**config.mk**
```make
export PLATFORM = sky130hd
export DESIGN_NAME = alib_square_seq
export DESIGN_NICKNAME = d
export VERILOG_FILES = /design/src/rtl/alib_square_seq.sv
export SDC_FILE = /design/constraint.sdc
export NUM_CORES = 1
export LEC_CHECK = 0
export ABC_AREA = 1
export BUFFER_PORTS_ARGS = -buffer_cell sky130_fd_sc_hd__buf_2
export CORE_MARGIN = 4
export CORE_UTILIZATION = 40
export DETAILED_ROUTE_END_ITERATION = 12
export HOLD_SLACK_MARGIN = 0.15
export SLEW_MARGIN = 20
export SYNTH_ARGS = -nofsm -noshare
export SYNTH_HDL_FRONTEND = slang
export SYNTH_SLANG_ARGS = --single-unit
```
**constraint.sdc**
```tcl
create_clock -name clk -period 2.2 [get_ports clk]
set_input_delay 0.22 -clock clk [delete_from_list [all_inputs] [get_ports clk]]
set_output_delay 0.22 -clock clk [all_outputs]
set_load 0.01 [all_outputs]
```
**src/rtl/alib_square_seq.sv**
```systemverilog
// Purpose : sequential unsigned squarer using shift-add, one partial product per cycle.
// Latency : fixed IN_W+1 cycles from accept to out_valid (18 at IN_W=17), independent of operand.
// Backpr. : result held in DONE until out_ready; in_ready only in IDLE, no accept-on-complete.
//
// Ports:
//   clk, rst_n              - clock, asynchronous active-low reset
//   in_value/in_valid/in_ready    - operand handshake (IN_W bits, unsigned)
//   out_value/out_ovf/out_valid/out_ready - result handshake (RES_W = 2*IN_W-1 bits)
//
// Compile-time option:
//   ALIB_SQUARE_SAT_EN - when defined, out_value saturates to all-ones on overflow;
//                        otherwise out_value is the square modulo 2^RES_W.
module alib_square_seq #(
  parameter  int IN_W  = 17,
  localparam int RES_W = 2*IN_W-1
) (
  input  logic             clk,
  input  logic             rst_n,
  input  logic [IN_W-1:0]  in_value,
  input  logic             in_valid,
  output logic             in_ready,
  output logic [RES_W-1:0] out_value,
  output logic             out_ovf,
  output logic             out_valid,
  input  logic             out_ready
);

  localparam int ACC_W = 2*IN_W;
  localparam int CNT_W = $clog2(IN_W+1);

  typedef enum logic [1:0] {IDLE, CALC, DONE} state_t;

  state_t             state, state_nxt;
  logic [ACC_W-1:0]   acc;
  logic [ACC_W-1:0]   mcand;
  logic [IN_W-1:0]    mplier;
  logic [CNT_W-1:0]   cnt;
  logic [RES_W-1:0]   res_value;
  logic               iter_done;

  // The counter reaching IN_W means all partial products are in; CALC then
  // spends one more cycle registering the result, giving the IN_W+1 latency.
  assign iter_done = (cnt == CNT_W'(IN_W));

`ifdef ALIB_SQUARE_SAT_EN
  always_comb begin
    res_value = acc[RES_W-1:0];
    if (acc[ACC_W-1]) res_value = '1;
  end
`else
  always_comb begin
    res_value = acc[RES_W-1:0];
  end
`endif

  always_ff @(posedge clk or negedge rst_n) begin
    if (!rst_n) state <= IDLE;
    else        state <= state_nxt;
  end

  always_comb begin
    state_nxt = state;
    in_ready  = 1'b0;
    out_valid = 1'b0;
    case (state)
      IDLE: begin
        in_ready = 1'b1;
        if (in_valid) state_nxt = CALC;
      end
      CALC: begin
        if (iter_done) state_nxt = DONE;
      end
      DONE: begin
        out_valid = 1'b1;
        if (out_ready) state_nxt = IDLE;
      end
      default: state_nxt = IDLE;
    endcase
  end

  always_ff @(posedge clk or negedge rst_n) begin
    if (!rst_n) begin
      acc       <= '0;
      mcand     <= '0;
      mplier    <= '0;
      cnt       <= '0;
      out_value <= '0;
      out_ovf   <= 1'b0;
    end else begin
      case (state)
        IDLE: begin
          if (in_valid) begin
            mcand  <= ACC_W'(in_value);
            mplier <= in_value;
            acc    <= '0;
            cnt    <= '0;
          end
        end
        CALC: begin
          if (!iter_done) begin
            if (mplier[0]) acc <= acc + mcand;
            mcand  <= mcand << 1;
            mplier <= mplier >> 1;
            cnt    <= cnt + CNT_W'(1);
          end else begin
            // Top accumulator bit set means the square needs 2*IN_W bits.
            out_value <= res_value;
            out_ovf   <= acc[ACC_W-1];
          end
        end
        default: ;  // DONE holds the registered result
      endcase
    end
  end

endmodule

```
==> results.md, run 1 <==
* Maximum number of pins on one net before global-route repair at 55
* Net switching power figure at 6.62 mW
* Max VDD drop at 0.744 mV
* Post-layout min period at 2.07 ns
* Routed vias/inst at 4.94
* Number of buffers created by CTS at 17
* Tightest Hold Check Type: in2reg
* Clock buffer depth at 2
* Primary flip-flop cell chosen by synthesis mapping: sky130_fd_sc_hd__dfrtp_1
* Crit Reg-Reg Startpoint: acc[7]
* First-pass iteration count of the detailed router at 6
* Non-Filler Cell Area, Final at 8690 sq um
* Synthesized instance count at 955
* Setup TNS at 0 ns
* Die Y at 141 um
* Slack of the worst reg-to-reg path at 0.13 ns
* CP required at 2.50 ns
* Setup repair after global routing missed its margin: false
* Total Power at 14.7 mW
* Period Utilization, post-route at 94.3%
* DRC errors left at 0
* Post-synthesis cell type count at 38
* Post-synthesis average cell area at 7.41 sq um
* Combinational fraction of design power at 52.3%
* Clock latency on the worst-skew pair at 0.43 ns
* Filler Cell Count at 1,750
* Synthesized netlist net count at 1,012
* Die ar. at 19,900 sq um
* Top cells by instance count after synthesis: 368 x sky130_fd_sc_hd__nand2_1, 126 x sky130_fd_sc_hd__dfrtp_1, 116 x sky130_fd_sc_hd__inv_1
* Internal power component at 8.13 mW
* Fraction of registers with async set/reset at 100%
* Startpoint class of the critical path: register
* Worst min-delay path startpoint: in_valid
* Starting utilization of the core area at 40.9%
* Run status: completed
* HPWL reported at the end of detailed placement at 14,100 um
* Leakage power summed over all cells at 4.72 nW
* Length in cells of the worst reg-to-reg path at 10
* Fin. max-slew vios at 0
* Area overhead of the layout relative to synthesis at 22.9%
* Max-cap violations at 0
* First-pass GRT wire length at 32,000 um
* Number of H-tree levels at 4
* Number of flops mapped to enable cells by yosys at 0
* Cell depth of the worst hold path at 4
* Pwr Density at 1700 nW/um^2
* IO Count at 57
* RePlAce Congestion at 0.962
* Num Clock Sinks at 126
* Non-filler cells in the finished layout at 1,297
* Number of setup violations in the final report at 0
* Signal arrival time at the worst endpoint at 2.37 ns
* Clock tree from TritonCTS: built
* Sequential element share of the synthesized area at 44.6%
* Final #Nets at 1,116
* Wire length reported by the detailed router at 19,100 um
* Share of power burned in registers at 27.9%
* Worst Skew at 0.00584 ns
* DIE WIDTH at 141 um
* Aggregate global routing overflow at 0
* Most repeated cell in the gate-level netlist after synthesis: sky130_fd_sc_hd__nand2_1
* Leading area contributor after synthesis: sky130_fd_sc_hd__dfrtp_1
* Switching part of the total power at 44.9%
* Clock transition at path regs at 0.06 ns
* Antenna violations before repair at 0
* Worst Setup SP: acc[7]
* Maximum fanout along the worst path at 4
* Synthesized cell area at 7070 sq um
* Portion of synthesized cell area occupied by the leading cell type at 44.6%
* Number of placed instances, taps included at 1,245
* Share of post-route cells with drive strength above 1 at 14.0%
* Core area at 17,300 sq um
* Detail-routed net length per standard cell at 14.7 um
* Count of synthesis-stage warnings from yosys at 0
* Fmax achieved at 482 MHz
* Total vias in the final route at 6,410
* Number of endpoints with negative hold slack in the final report at 0
* GR Util All Layers at 20.1%
* Quantity of I/O buffers inserted on ports at 56
* Kind of end point of the critical path: register
* Diodes inserted at 0
* Worst hold slack after final layout at 0.214 ns
* Area after DPL at 7830 sq um
* Vias in the first global route at 6,251
* Slew @ Worst Pin at 0.655 ns
* Synth top area cells: sky130_fd_sc_hd__dfrtp_1 45%, sky130_fd_sc_hd__nand2_1 20%, sky130_fd_sc_hd__ha_1 6.2%
* Slew headroom at 56.3%
* Category of the most critical setup path: reg2reg
* Number of DRC violations after detailed-routing iteration 0 at 459
* Synthesis-stage register bit count at 126
* Clock Root Buffer: sky130_fd_sc_hd__clkbuf_16
* Count of nets left with antenna violations after detail routing at 0
* Clock Power Share at 19.8%
* Std-Cell Rows at 48
area by class of cell:
cell class,instances,area [sq um],share of cell area [%]
repair buffers,110,777,8.94
inverters,120,450,5.18
multi-input cells,684,3420,39.4
well taps,225,282,3.24
clock buffers,19,443,5.10
clock inverters,13,165,1.90
flip-flops and latches,126,3150,36.3
power groups by stage:
stage	logic, mW	clock network (mW)	registers (mW)
floorplan	5.05	0	4.07
global placement	7.45	0	4.14
detailed placement	7.50	0	4.14
CTS	7.58	2.95	4.12
global route	8.74	3.07	4.26
finish	7.72	2.91	4.11
cell usage in the layout (no fill, tap or decap), types with 3 or more instances in the layout:
| cell type | Yosys | layout |
|---|---|---|
| sky130_fd_sc_hd__inv_1 | 116 | 116 |
| sky130_fd_sc_hd__o22ai_1 | 16 | 16 |
| sky130_fd_sc_hd__nor3_1 | 8 | 8 |
| sky130_fd_sc_hd__nor2_2 | 2 | 4 |
| sky130_fd_sc_hd__clkinvlp_4 | 0 | 3 |
| sky130_fd_sc_hd__buf_2 | 12 | 55 |
| sky130_fd_sc_hd__o21ai_0 | 36 | 36 |
| sky130_fd_sc_hd__o221ai_1 | 14 | 14 |
| sky130_fd_sc_hd__clkinv_4 | 0 | 3 |
| sky130_fd_sc_hd__dfrtp_1 | 126 | 126 |
| sky130_fd_sc_hd__o21bai_1 | 3 | 3 |
| sky130_fd_sc_hd__nand3b_1 | 5 | 5 |
| sky130_fd_sc_hd__clkbuf_16 | 0 | 17 |
| sky130_fd_sc_hd__clkinv_2 | 0 | 3 |
| sky130_fd_sc_hd__bufinv_16 | 0 | 3 |
| sky130_fd_sc_hd__nand3_1 | 67 | 65 |
| sky130_fd_sc_hd__xnor2_1 | 3 | 3 |
| sky130_fd_sc_hd__nand2_1 | 368 | 363 |
| sky130_fd_sc_hd__a21oi_2 | 0 | 4 |
| sky130_fd_sc_hd__buf_12 | 0 | 3 |
| sky130_fd_sc_hd__o31ai_1 | 4 | 4 |
| sky130_fd_sc_hd__ha_1 | 35 | 33 |
| sky130_fd_sc_hd__nand2_2 | 1 | 6 |
| sky130_fd_sc_hd__o211ai_1 | 3 | 3 |
| sky130_fd_sc_hd__dlygate4sd3_1 | 0 | 19 |
| sky130_fd_sc_hd__a21oi_1 | 47 | 43 |
| sky130_fd_sc_hd__inv_2 | 4 | 4 |
| sky130_fd_sc_hd__nor2_1 | 51 | 49 |
| sky130_fd_sc_hd__buf_4 | 1 | 32 |
metrics by stage:
step | util, % | setup WS, ns
after global placement | 45.2 | 0.0811
after CTS | 49.9 | 0.0148
after detailed placement | 45.2 | 0.0295
after global routing | 50.2 | 0.000929
final | 50.2 | 0.125
after floorplan | - | 0.316
final timing paths:
path,to
min reg2reg,out_value[5]
max,acc[16]
min in group asynchronous,mplier[7]
max in group asynchronous,out_value[28]
min,cnt[3]
max reg2reg,acc[16]
sequential cells by signal, summed over array words and instances, names as in the netlist:
register	cells
acc	34
mcand	34
out_value	33
mplier	17
cnt	5
state	2
out_ovf	1
cells by family after synthesis:
logic type | after synthesis | synth area share [%]
and+or+nand+nor | 509 | 29.1
buffers and inverters | 145 | 7.96
AOI/OAI and AO/OA | 134 | 11.3
DFF | 126 | 44.6
adders and majority gates | 36 | 6.47
xor gates and xnor gates | 5 | 0.619
metal layers:
metal / up-vias / global-route usage [%] / wire [um]
li1: 3297 / - / -
met1: 2953 / 29.2 / 9650
met2: 135 / 30.7 / 8420
met3: 25 / 3.26 / 716
met4: 0 / 6.32 / 330
met5: - / 0 / 0
critical path: stages (launching register included):
cell and delay [ns]:
sky130_fd_sc_hd__dfrtp_1 0.40, sky130_fd_sc_hd__ha_1 0.31, sky130_fd_sc_hd__buf_4 0.15, sky130_fd_sc_hd__a21oi_1 0.21
sky130_fd_sc_hd__inv_1 0.07, sky130_fd_sc_hd__nor2_1 0.13, sky130_fd_sc_hd__nand2_2 0.09, sky130_fd_sc_hd__nand2_1 0.06
sky130_fd_sc_hd__nand2_1 0.11, sky130_fd_sc_hd__o21ai_0 0.34, sky130_fd_sc_hd__nand2_1 0.08
what timing repair did:
item,CTS,global route
hold endpoints to repair,85,0
hold buffers,19,0
setup endpoints to repair,0,17
setup buffers,0,1
gates resized for setup,0,16
(Power assumes the default switching activity.)
==> inputs of run 2 (changes only) <==
--- a/config.mk
+++ b/config.mk
@@ -7,9 +7,9 @@
 export LEC_CHECK = 0
 export ABC_AREA = 1
 export BUFFER_PORTS_ARGS = -buffer_cell sky130_fd_sc_hd__buf_2
-export CORE_MARGIN = 4
 export CORE_UTILIZATION = 40
 export DETAILED_ROUTE_END_ITERATION = 12
+export GPL_TIMING_DRIVEN = 0
 export HOLD_SLACK_MARGIN = 0.15
 export SLEW_MARGIN = 20
 export SYNTH_ARGS = -nofsm -noshare
==> results.md, run 2 (synthesis gave the netlist of run 1 again) <==
* Pre-CTS setup slack at -0.147 ns
* Final #Nets at 1,112
* Cell depth of the worst hold path at 4
* HPWL reported at the end of detailed placement at 14,200 um
* Area overhead of the layout relative to synthesis at 21.2%
* DRC errors left at 0
* Clock tree from TritonCTS: built
* Share of post-route cells with drive strength above 1 at 12.8%
* Worst hold slack after final layout at 0.182 ns
* Leading cell types in the layout, fill and taps excluded: 359 x sky130_fd_sc_hd__nand2_1, 126 x sky130_fd_sc_hd__dfrtp_1, 116 x sky130_fd_sc_hd__inv_1, 66 x sky130_fd_sc_hd__buf_2, 65 x sky130_fd_sc_hd__nand3_1
* Run status: completed
* Length in cells of the worst reg-to-reg path at 13
* Clock Power Share at 19.2%
* Diodes inserted at 0
* Setup TNS at 0 ns
* Std-Cell Rows at 48
* Worst Skew at 0.00858 ns
* Fin. max-slew vios at 0
* Number of DRC violations after detailed-routing iteration 0 at 381
* CP required at 2.52 ns
* Worst min-delay path startpoint: in_valid
* Quantity of I/O buffers inserted on ports at 56
* Slew headroom at 52.5%
* RePlAce Congestion at 0.877
* Number of buffers created by CTS at 17
* Maximum fanout along the worst path at 4
* Num Clock Sinks at 126
* Wire length reported by the detailed router at 18,900 um
* Post-layout min period at 2.09 ns
* Share of power burned in registers at 28.9%
* Startpoint class of the critical path: register
* Net switching power figure at 6.64 mW
* Most common library cell in the layout ignoring fill and taps: sky130_fd_sc_hd__nand2_1
* Detail-routed net length per standard cell at 14.6 um
* Max-cap violations at 0
* IO Count at 57
* Maximum number of pins on one net before global-route repair at 72
* DIE WIDTH at 135 um
* Slew @ Worst Pin at 0.713 ns
* First-pass GRT wire length at 30,700 um
* Slack of the worst reg-to-reg path at 0.11 ns
* Pwr Density at 1670 nW/um^2
* Signal arrival time at the worst endpoint at 2.40 ns
* R2r endpoint: acc[24]
* Leakage power summed over all cells at 4.62 nW
* Number of H-tree levels at 4
* Starting utilization of the core area at 40.9%
* Core area at 17,300 sq um
* Routed vias/inst at 4.95
* Max VDD drop at 0.742 mV
* Biggest regs: acc (34), mcand (34), out_value (33)
* Area after DPL at 7670 sq um
* Die Y at 135 um
* Die ar. at 18,200 sq um
* Aggregate global routing overflow at 0
* Vias in the first global route at 6,071
* Crit Reg-Reg Startpoint: mcand[0]
* Clock Root Buffer: sky130_fd_sc_hd__clkbuf_16
* Switching part of the total power at 46.4%
* Clock buffer depth at 2
* Non-Filler Cell Area, Final at 8570 sq um
* First-pass iteration count of the detailed router at 5
* GR Util All Layers at 22.1%
* WHS Endpoint: cnt[3]
* Least setup slack across all paths after layout at 0.114 ns
* Tightest Hold Check Type: in2reg
* Category of the most critical setup path: reg2reg
* Internal power component at 7.67 mW
* Clock latency on the worst-skew pair at 0.43 ns
* Total vias in the final route at 6,403
* Kind of end point of the critical path: register
* Combinational fraction of design power at 51.8%
* Antenna violations before repair at 0
* Clock transition at path regs at 0.06 ns
* Number of endpoints with negative hold slack in the final report at 0
* Fmax achieved at 479 MHz
* Number of setup violations in the final report at 0
* Period Utilization, post-route at 94.8%
* Count of nets left with antenna violations after detail routing at 0
==> run 2: cell types whose count changed in the layout (fill, tap and decap cells not counted), sizes merged <==
cell	before	now
buf	91	76
bufinv	3	1
clkbuf	19	29
clkinv	6	4
clkinvlp	3	4
inv	121	125
==> run 2: metal layers <==
metal  global-route usage (%)  part of all wire (%)  vias up
met4                     8.43                   2.0        0
met1                     31.7                    51     2987
met3                     3.42                   3.1       22
li1                         -                     -     3279
met2                     33.4                    44      115
met5                        0                     0        -
==> run 2: power by group through the flow <==
stage                     clock network (mW)  registers (mW)  logic [mW]
after floorplan                            0            4.07        5.05
after global placement                     0            4.14        6.94
final                                   2.75            4.14        7.41
after CTS                               2.80            4.13        7.16
after detailed placement                   0            4.16        7.05
after global routing                    2.90            4.28        8.44
==> run 2: what timing repair did <==
item | in CTS | in global routing
setup buffers | 1 | 4
hold endpoints to repair | 128 | 0
hold buffers | 19 | 0
setup endpoints to repair | 10 | 30
gates resized for setup | 4 | 19
pin swaps | 1 | 4
==> run 2: worst max path at each step <==
stage                   from       endpoint  slack (ns)
CTS                 mcand[0]        acc[28]       0.005
finish              mcand[0]        acc[24]        0.11
global placement       rst_n  out_value[24]       -0.81
floorplan             acc[0]        acc[30]        0.32
global route          acc[0]        acc[32]      -0.004
detailed placement  mcand[0]        acc[30]       -0.15
==> run 2: metrics by stage <==
| stage | power, mW | cells | utilization, % |
|---|---|---|---|
| final | 14.3 | 1293 | 49.6 |
| after global routing | 15.6 | 1293 | 49.6 |
| after CTS | 14.1 | 1289 | 48.9 |
| after detailed placement | 11.2 | 1237 | 44.4 |
| after global placement | 11.1 | 1236 | 44.1 |
| after floorplan | 9.12 | 955 | - |
==> run 2: worst max-delay path, stage by stage (launching register included) <==
cell	delay [ns]
sky130_fd_sc_hd__dfrtp_1	0.41
sky130_fd_sc_hd__ha_4	0.16
sky130_fd_sc_hd__inv_1	0.05
sky130_fd_sc_hd__fa_2	0.38
sky130_fd_sc_hd__o21ai_4	0.19
sky130_fd_sc_hd__nand2_1	0.07
sky130_fd_sc_hd__nand2_1	0.14
sky130_fd_sc_hd__nand2_1	0.09
sky130_fd_sc_hd__nand2_2	0.14
sky130_fd_sc_hd__nand2_1	0.10
sky130_fd_sc_hd__nand2_1	0.07
sky130_fd_sc_hd__nand2_1	0.04
sky130_fd_sc_hd__nand3_1	0.07
sky130_fd_sc_hd__nand2_1	0.05
==> run 2: final cells by class <==
cell class | count | area (sq um)
Buffer | 25 | 115
Clock buffer | 18 | 439
Clock inverter | 14 | 134
Fill cell | 1731 | 8720
Inverter | 120 | 450
Multi-Input combinational cell | 684 | 3450
Sequential cell | 126 | 3150
Tap cell | 225 | 282
Timing Repair Buffer | 81 | 546
==> inputs of run 3 (changes only) <==
--- a/config.mk
+++ b/config.mk
@@ -7,6 +7,7 @@
 export LEC_CHECK = 0
 export ABC_AREA = 1
 export BUFFER_PORTS_ARGS = -buffer_cell sky130_fd_sc_hd__buf_2
+export CORE_ASPECT_RATIO = 0.5
 export CORE_UTILIZATION = 40
 export DETAILED_ROUTE_END_ITERATION = 12
 export GPL_TIMING_DRIVEN = 0
==> results.md, run 3 (synthesis gave the netlist of run 1 again) <==
* Pwr Density at 1680 nW/um^2
* Least setup slack across all paths after layout at 0.133 ns
* Clock buffer depth at 2
* Leading cell types in the layout, fill and taps excluded: 358 x sky130_fd_sc_hd__nand2_1, 126 x sky130_fd_sc_hd__dfrtp_1, 116 x sky130_fd_sc_hd__inv_1, 67 x sky130_fd_sc_hd__buf_2, 65 x sky130_fd_sc_hd__nand3_1
* Max VDD drop at 0.667 mV
* Clock Root Buffer: sky130_fd_sc_hd__clkbuf_16
* Number of endpoints with negative hold slack in the final report at 0
* Wire length reported by the detailed router at 19,600 um
* Std-Cell Rows at 33
* Met2 routed wirelength at 8180 um
* Maximum number of pins on one net before global-route repair at 71
* Critical path's most frequent cell: sky130_fd_sc_hd__nand2_1
* Slowest cell on the critical path: sky130_fd_sc_hd__dfrtp_1
* Signal arrival time at the worst endpoint at 2.38 ns
* Clock latency on the worst-skew pair at 0.42 ns
* Max-cap violations at 0
* First-pass iteration count of the detailed router at 5
* Leakage power summed over all cells at 4.62 nW
* Number of H-tree levels at 4
* IO Count at 57
* Area overhead of the layout relative to synthesis at 20.9%
* GR Util All Layers at 23.1%
* Number of setup violations in the final report at 0
* DIE WIDTH at 190 um
* Maximum fanout along the worst path at 4
* Period Utilization, post-route at 93.9%
* Die Y at 96.0 um
* Share of post-route cells with drive strength above 1 at 13.4%
* Run status: completed
* Final #Nets at 1,113
* DRC errors left at 0
* Top layer used by detailed routing: met4
* Clock tree from TritonCTS: built
* Routed vias/inst at 4.99
* Detail-routed net length per standard cell at 15.2 um
* M1 WL at 10,500 um
* Most common library cell in the layout ignoring fill and taps: sky130_fd_sc_hd__nand2_1
* Length in cells of the worst reg-to-reg path at 13
* Biggest regs: acc (34), mcand (34), out_value (33)
* Category of the most critical setup path: reg2reg
* Number of buffers created by CTS at 17
* Count of nets left with antenna violations after detail routing at 0
* Area after DPL at 7670 sq um
* Num Clock Sinks at 126
* RePlAce Congestion at 0.920
* CP required at 2.51 ns
* Aggregate global routing overflow at 0
* Clock transition at path regs at 0.07 ns
* Number of DRC violations after detailed-routing iteration 0 at 414
* HPWL reported at the end of detailed placement at 15,100 um
* Non-Filler Cell Area, Final at 8550 sq um
* Worst hold slack after final layout at 0.190 ns
* Tightest Hold Check Type: in2reg
* Worst Skew at 0.0158 ns
* Fmax achieved at 484 MHz
* Total vias in the final route at 6,468
* Startpoint class of the critical path: register
* Filler Cell Count at 1,683
* Slew headroom at 56.8%
* Starting utilization of the core area at 42.1%
* Core area at 16,800 sq um
* Vias in the first global route at 6,226
* Die ar. at 18,300 sq um
* Post-layout min period at 2.07 ns
* Setup TNS at 0 ns
* Quantity of I/O buffers inserted on ports at 56
* Fin. max-slew vios at 0
* Pre-CTS setup slack at -0.184 ns
* Slew @ Worst Pin at 0.647 ns
* Antenna violations before repair at 0
* Diodes inserted at 0
* Cell depth of the worst hold path at 4
* Ordered cell list for the critical path: ha_2, inv_1, fa_2, o21ai_2, nand2_1, nand2_2, nand2_1, nand2_2, nand2_1, nand2_1, nand2_1, nand3_1, nand2_1
* Kind of end point of the critical path: register
* Delay of the slowest cell on the worst path at 0.37 ns
* Amount of wire on met3 after detailed routing at 807 um
* Final core area utilization at 50.9%
* First-pass GRT wire length at 32,300 um
==> run 3: changes by cell type in the layout (fill, tap and decap cells not counted), sizes merged <==
cell,change
buf,+2
bufinv,-1
clkbuf,-1
clkinv,-3
inv,+4
==> run 3: layout make-up <==
cell class | instances | area, sq um | area share [%]
multi-input combinational | 684 | 3450 | 40.3
sequential | 126 | 3150 | 36.9
timing repair buffer | 82 | 549 | 6.42
inverter | 120 | 450 | 5.27
clock buffer | 18 | 429 | 5.02
tap | 227 | 284 | 3.32
clock inverter | 14 | 123 | 1.43
buffer | 25 | 114 | 1.33
==> run 3: layer usage <==
metal | up-vias | track usage, %
met3 | 14 | 3.46
met1 | 3061 | 34.7
met5 | - | 0
met2 | 110 | 34.6
li1 | 3283 | -
met4 | 0 | 5.17
==> run 3: path summary, 6_finish.rpt <==
path / startpoint / slack (ns) / end
worst max-delay path: mcand[0] / 0.13 / acc[28]
worst min-delay path: in_valid / 0.19 / cnt[3]
worst max register to register: mcand[0] / 0.13 / acc[28]
worst min register to register: out_value[31] / 0.47 / out_value[31]
max in group asynchronous: rst_n / 1.14 / out_value[17]
min in group asynchronous: rst_n / 0.31 / cnt[4]
==> run 3: repair_timing <==
item | CTS | global route
hold endpoints to repair | 90 | 0
endpoints found under the setup margin | 12 | 19
setup buffers | 1 | 5
pin swaps | 1 | 3
hold buffers | 19 | 0
gates resized for setup | 6 | 25
==> run 3: through the flow <==
stage | std cells | power (mW)
after floorplan | 955 | 9.12
after global placement | 1238 | 11.1
after detailed placement | 1239 | 11.3
after CTS | 1291 | 14.1
after global routing | 1296 | 15.7
final | 1296 | 14.4
==> run 3: critical path: cells and delay by family, from the launching register on <==
kind	cells	cell delay, ns
AOI/OAI and AO/OA	1	0.19
adders and majority gates	2	0.55
buffers and inverters	1	0.05
DFF	1	0.37
and+or+nand+nor	9	0.78
==> run 3: report_power, final <==
group | internal (mW) | switching [mW] | total (mW)
Sequential | 3.39 | 0.738 | 4.13
Combinational | 2.67 | 4.87 | 7.53
Clock | 1.48 | 1.21 | 2.69
Total | 7.54 | 6.81 | 14.4
